===== src/rtl/ls_sequencer.sv =====
// ls_sequencer
//   Control sequencer for the 64-bit load/store datapath (register bank,
//   address adder, RAM). It takes one packed instruction at a time over a
//   valid/ready handshake, latches its fields and walks the datapath through
//   a fixed IDLE -> ADDR -> WRITE -> DONE schedule. All outputs are flops.
//
// Parameters
//   BITS     MSB index of datapath words (datapath width = BITS+1)
//   MEM_LAT  cycles the effective address is held before write-back (1..15)
//   CNT_W    width of the retired-instruction counter
//
// Ports
//   clk            rising-edge clock
//   reset          asynchronous active-high reset
//   instr          [31] op (1=load), [30:26] rw, [25:21] ra, [20:16] rb,
//                  [15:0] signed immediate
//   instr_valid    instr is valid this cycle
//   instr_ready    sequencer is idle and can accept an instruction
//   dp_enable      one-cycle datapath write strobe (WRITE state only)
//   dp_load_store  1=load, 0=store
//   dp_ra/rb/rw    register addresses to the datapath
//   dp_dataIn      sign-extended immediate
//   busy           instruction in flight (ADDR or WRITE)
//   done           one-cycle retirement pulse
//   retired        retired-instruction count, wraps modulo 2^CNT_W
module ls_sequencer #(
    parameter int BITS    = 63,
    parameter int MEM_LAT = 1,
    parameter int CNT_W   = 16
) (
    input  logic             clk,
    input  logic             reset,
    input  logic [31:0]      instr,
    input  logic             instr_valid,
    output logic             instr_ready,
    output logic             dp_enable,
    output logic             dp_load_store,
    output logic [4:0]       dp_ra,
    output logic [4:0]       dp_rb,
    output logic [4:0]       dp_rw,
    output logic [BITS:0]    dp_dataIn,
    output logic             busy,
    output logic             done,
    output logic [CNT_W-1:0] retired
);

    typedef enum logic [1:0] {
        S_IDLE  = 2'd0,
        S_ADDR  = 2'd1,
        S_WRITE = 2'd2,
        S_DONE  = 2'd3
    } state_t;

    // ADDR dwell counter reload: counting down to zero gives MEM_LAT cycles
    localparam logic [3:0] LAT_RELOAD = 4'(MEM_LAT - 1);
    localparam logic [CNT_W-1:0] CNT_ONE = {{(CNT_W-1){1'b0}}, 1'b1};

    state_t           state_q,  state_d;
    logic [3:0]       lat_cnt_q, lat_cnt_d;
    logic             accept_s;

    logic             instr_ready_q,   instr_ready_d;
    logic             dp_enable_q,     dp_enable_d;
    logic             dp_load_store_q, dp_load_store_d;
    logic [4:0]       dp_ra_q,         dp_ra_d;
    logic [4:0]       dp_rb_q,         dp_rb_d;
    logic [4:0]       dp_rw_q,         dp_rw_d;
    logic [BITS:0]    dp_data_in_q,    dp_data_in_d;
    logic             busy_q,          busy_d;
    logic             done_q,          done_d;
    logic [CNT_W-1:0] retired_q,       retired_d;

    assign accept_s = (state_q == S_IDLE) && instr_valid;

    // State register and ADDR dwell counter
    always_ff @(posedge clk or posedge reset) begin
        if (reset) begin
            state_q   <= S_IDLE;
            lat_cnt_q <= 4'd0;
        end else begin
            state_q   <= state_d;
            lat_cnt_q <= lat_cnt_d;
        end
    end

    // Next-state logic
    always_comb begin
        state_d   = state_q;
        lat_cnt_d = lat_cnt_q;
        case (state_q)
            S_IDLE: begin
                if (accept_s) begin
                    state_d   = S_ADDR;
                    lat_cnt_d = LAT_RELOAD;
                end else begin
                    state_d   = S_IDLE;
                end
            end
            S_ADDR: begin
                if (lat_cnt_q == 4'd0) begin
                    state_d = S_WRITE;
                end else begin
                    lat_cnt_d = lat_cnt_q - 4'd1;
                end
            end
            S_WRITE: state_d = S_DONE;
            S_DONE:  state_d = S_IDLE;
            default: state_d = S_IDLE;
        endcase
    end

    // Output logic: decoded from the next state so every output is a flop
    // that changes on the same edge as the state it belongs to.
    always_comb begin
        instr_ready_d = (state_d == S_IDLE);
        busy_d        = (state_d == S_ADDR) || (state_d == S_WRITE);
        dp_enable_d   = (state_d == S_WRITE);
        done_d        = (state_d == S_DONE);
        // DONE is entered only from WRITE, so this counts once per instruction
        if (state_d == S_DONE) begin
            retired_d = retired_q + CNT_ONE;
        end else begin
            retired_d = retired_q;
        end
        // Fields stay put between instructions; only a new acceptance moves them
        if (accept_s) begin
            dp_load_store_d = instr[31];
            dp_rw_d         = instr[30:26];
            dp_ra_d         = instr[25:21];
            dp_rb_d         = instr[20:16];
            dp_data_in_d    = {{(BITS-15){instr[15]}}, instr[15:0]};
        end else begin
            dp_load_store_d = dp_load_store_q;
            dp_rw_d         = dp_rw_q;
            dp_ra_d         = dp_ra_q;
            dp_rb_d         = dp_rb_q;
            dp_data_in_d    = dp_data_in_q;
        end
    end

    // Output registers
    always_ff @(posedge clk or posedge reset) begin
        if (reset) begin
            instr_ready_q   <= 1'b1;
            busy_q          <= 1'b0;
            dp_enable_q     <= 1'b0;
            done_q          <= 1'b0;
            retired_q       <= '0;
            dp_load_store_q <= 1'b0;
            dp_rw_q         <= 5'd0;
            dp_ra_q         <= 5'd0;
            dp_rb_q         <= 5'd0;
            dp_data_in_q    <= '0;
        end else begin
            instr_ready_q   <= instr_ready_d;
            busy_q          <= busy_d;
            dp_enable_q     <= dp_enable_d;
            done_q          <= done_d;
            retired_q       <= retired_d;
            dp_load_store_q <= dp_load_store_d;
            dp_rw_q         <= dp_rw_d;
            dp_ra_q         <= dp_ra_d;
            dp_rb_q         <= dp_rb_d;
            dp_data_in_q    <= dp_data_in_d;
        end
    end

    assign instr_ready   = instr_ready_q;
    assign busy          = busy_q;
    assign dp_enable     = dp_enable_q;
    assign done          = done_q;
    assign retired       = retired_q;
    assign dp_load_store = dp_load_store_q;
    assign dp_rw         = dp_rw_q;
    assign dp_ra         = dp_ra_q;
    assign dp_rb         = dp_rb_q;
    assign dp_dataIn     = dp_data_in_q;

endmodule


===== config.mk =====
export PLATFORM = sky130hd
export DESIGN_NAME = ls_sequencer
export DESIGN_NICKNAME = d
export VERILOG_FILES = /design/src/rtl/ls_sequencer.sv
export SDC_FILE = /design/constraint.sdc
export NUM_CORES = 1
export LEC_CHECK = 0
export ABC_AREA = 1
export CORE_MARGIN = 2
export CORE_UTILIZATION = 41
export CTS_CLUSTER_SIZE = 20
export DETAILED_ROUTE_END_ITERATION = 10
export PLACE_DENSITY = 0.88
export SYNTH_ARGS = -nofsm -noshare
export SYNTH_HDL_FRONTEND = slang
export SYNTH_SLANG_ARGS = --single-unit

===== constraint.sdc =====
create_clock -name clk -period 2.6 [get_ports clk]
set_input_delay 0.78 -clock clk [delete_from_list [all_inputs] [get_ports clk]]
set_output_delay 0.78 -clock clk [all_outputs]
set_load 0.02 [all_outputs]

==> summary.md <==
| Metric | Value |
|---|---|
| Initial antenna violation count | `0` |
| CP max FO | `49` |
| Worst VDD drop | `669.9 uV` |
| First-pass GRT wire length | `10220 microns` |
| Die Width | `87.49 microns` |
| MaxCap Viol Count | `0` |
| Synthesis-to-finish area growth | `45.14%` |
| Final min period | `2.418 ns` |
| Critical Path RT | `1.82 ns` |
| Clock buffer count from CTS | `9` |
| Final worst slack | `0.1818 ns` |
| Crit start category | `flip-flop` |
| PwrDens | `1278 mW/mm^2` |
| Nets | `454` |
| YS warnings | `0` |
| Crit-path cells | `buf_6 -> clkdlybuf4s50_1` |
| Vias in the first global route | `2186` |
| Cell Rows | `30` |
| Crit path buffers/inverters | `2` |
| Clock-pin transition on the worst setup and hold timing paths | `0.06 ns` |
| Comb pwr share | `55.9%` |
| Pint | `3.126 mW` |
| Port Buf Inserts | `134` |
| Largest net degree at the start of global routing | `59` |
| First drt pass iteration count | `4` |
| Crit Path Class | `reg2out` |
| DR iter-0 viols | `78` |
| Worst-Margin Slew | `0.5480 ns` |
| CTS tree | `yes` |
| Final WL | `6282 microns` |
| Insertion delay to the later sink of the worst-skew pair | `0.33 ns` |
| DRC violations left | `0` |
| Slew Limit Fails | `0` |
| Sequential area share after synthesis | `50.83%` |
| Die Area | `0.007654 sq mm` |
| Part of the power in the clock network | `16.2%` |
| Vias per cell | `4.528` |
| Post-CTS sizing | `0` |
| Worst path depth | `2` |
| RD Place Congestion | `0.8042` |
| Setup Skew | `0.008400 ns` |
| Final worst-path cycle share | `93.01%` |
| Core area | `0.006756 sq mm` |
| R2R depth | `6` |
| Total gr overflow | `0` |
| Final hold violation count | `0` |
| CP endpoint kind | `output pin` |
| Final core occ | `61.39%` |
| CP max stage cell | `clkdlybuf4s50_1` |
| Initial core utilization | `42.30%` |
| Post-CTS Setup Inserts | `0` |
| Setup violators final | `0` |
| RSZ-0062 raised after global routing | `false` |
| Average cell area after synthesis | `8.903 sq um` |
| Rel. slew slack | `63.41%` |
| CTS Hold Bufs | `0` |
| Synth Instances | `321` |
| Bufs on Longest Clock Path | `2` |
| Critical path data arrival time | `1.64 ns` |
| Pre-CTS setup slack | `0.2764 ns` |
| CTS H-tree depth | `3` |
| Reg2reg setup slack | `1.01 ns` |
| I/O pin total | `135` |
| Sw Pwr | `2.175 mW` |
| Final hold slack | `0.4861 ns` |
| DP Area | `0.003936 sq mm` |
| Vias | `2264` |
| Status | `finished clean` |
| Post-route cell area | `0.004148 sq mm` |
| CP max stage delay | `0.66 ns` |
| Root buffer cell | `clkbuf_8` |
| Ant. Diodes | `0` |
| Share of post-route cells with drive strength above 1 | `8.333%` |
| Die H | `87.49 microns` |
| Final sum of negative setup slack | `0 ns` |
| Synthesis-stage register bit count | `58` |
| Hold Path Class | `reg2reg` |
| Sequential share of power | `27.9%` |
| Critical path's top delay family | `buffers and inverters` |
| Net Sw Frac | `41.03%` |
| Clock sink count | `58` |
| WHS Path Cells | `2` |
| Cell Area, Synth | `0.002858 sq mm` |
| Antenna-violating nets left | `0` |
| WL/cell | `12.56 microns` |
| Leakage | `2.044 nW` |
| Gr usage total | `17.52%` |
| Mapped Nets | `360` |
| Post-DP HPWL | `4602 microns` |
| Distinct cell type count after synthesis | `23` |
| Fmax | `413.5 MHz` |
[sequential cells by signal, indices dropped and copies added, names as in the netlist, 2 cells and up]
signal / flops
dp_dataIn: 16
retired: 16
dp_ra: 5
dp_rb: 5
dp_rw: 5
lat_cnt_q: 4
state_q: 2
[worst reg2reg max path: stages (launching register included)]
cell	delay [ns]
dfrtp_1	0.38
inv_1	0.08
ha_1	0.17
nand2_1	0.09
o21ai_0	0.39
inv_1	0.09
ha_1	0.28
[through the flow]
stage,power (mW),std cells
floorplan,3.468,321
global placement,4.392,484
detailed placement,4.478,484
CTS,5.353,500
global route,5.639,500
finish,5.302,500
[area by class of cell]
| cell class | instances | area [sq um] |
|---|---|---|
| flip-flops and latches | 58 | 1453 |
| well taps | 80 | 100.1 |
| inverters | 26 | 97.59 |
| fillers | 529 | 2609 |
| clock buffers | 14 | 172.7 |
| clock inverters | 2 | 35.03 |
| repair buffers | 137 | 1380 |
| multi-input cells | 183 | 909.6 |
[layer usage]
metal / track usage [%] / part of all wire (%) / up-vias
met5: 0 / 0 / -
met4: 8.531 / 2.4 / 0
met3: 4.550 / 5.9 / 14
met2: 30.23 / 50 / 94
met1: 20.04 / 42 / 1051
li1: - / - / 1105
[cell usage after synthesis (all sizes together)]
library cell / instances / share of area (%)
nand3: 8 / 2.2
xnor2: 5 / 1.5
nand4: 4 / 0.88
dfrtp: 57 / 50
nor2: 20 / 4.1
o21ai: 3 / 0.53
nand2: 129 / 18
inv: 26 / 3.4
xor2: 7 / 2.1
buf: 54 / 14
nor3: 3 / 0.92
dfstp: 1 / 0.92
ha: 4 / 1.8
[power by group through the flow]
stage	sequential (mW)	combinational (mW)	clock, mW
after global placement	1.48	2.91	0
after detailed placement	1.49	2.99	0
after global routing	1.52	3.18	0.936
after floorplan	1.90	1.57	0
after CTS	1.48	2.99	0.882
final	1.48	2.96	0.859
[cells in the final DEF, fill, tap and decap left out, drive strengths merged, types with 4 or more instances in the layout]
| cell type | synthesis | layout |
|---|---|---|
| nand3 | 8 | 8 |
| xnor2 | 5 | 5 |
| clkbuf | 0 | 14 |
| ha | 4 | 4 |
| clkdlybuf4s50 | 0 | 134 |
| nor2 | 20 | 20 |
| xor2 | 7 | 7 |
| inv | 26 | 26 |
| dfrtp | 57 | 57 |
| nand4 | 4 | 4 |
| nand2 | 129 | 129 |
[cell families (layout without fill, tap and decap cells)]
group,after synthesis,after routing,synth area share (%)
simple gates,164,164,25.88
compound gates,3,3,0.5252
buf+inv,80,179,17.34
xor+xnor,12,12,3.678
flops,58,58,50.83
fa+ha+maj,4,4,1.751
[final timing paths]
path,start,to
hold / removal,dp_ra[2]$_DFFE_PP0P_,dp_ra[2]$_DFFE_PP0P_
min in group asynchronous,reset,retired[4]$_DFFE_PP0P_
hold reg to reg,dp_ra[2]$_DFFE_PP0P_,dp_ra[2]$_DFFE_PP0P_
setup reg to reg,lat_cnt_q[0]$_DFFE_PP0P_,busy$_DFF_PP0_
setup / recovery,dp_dataIn[15]$_DFFE_PP0P_,dp_dataIn[57]
max in group asynchronous,reset,instr_ready$_DFF_PP1_
Note: power is estimated with default switching activity, not from simulation.
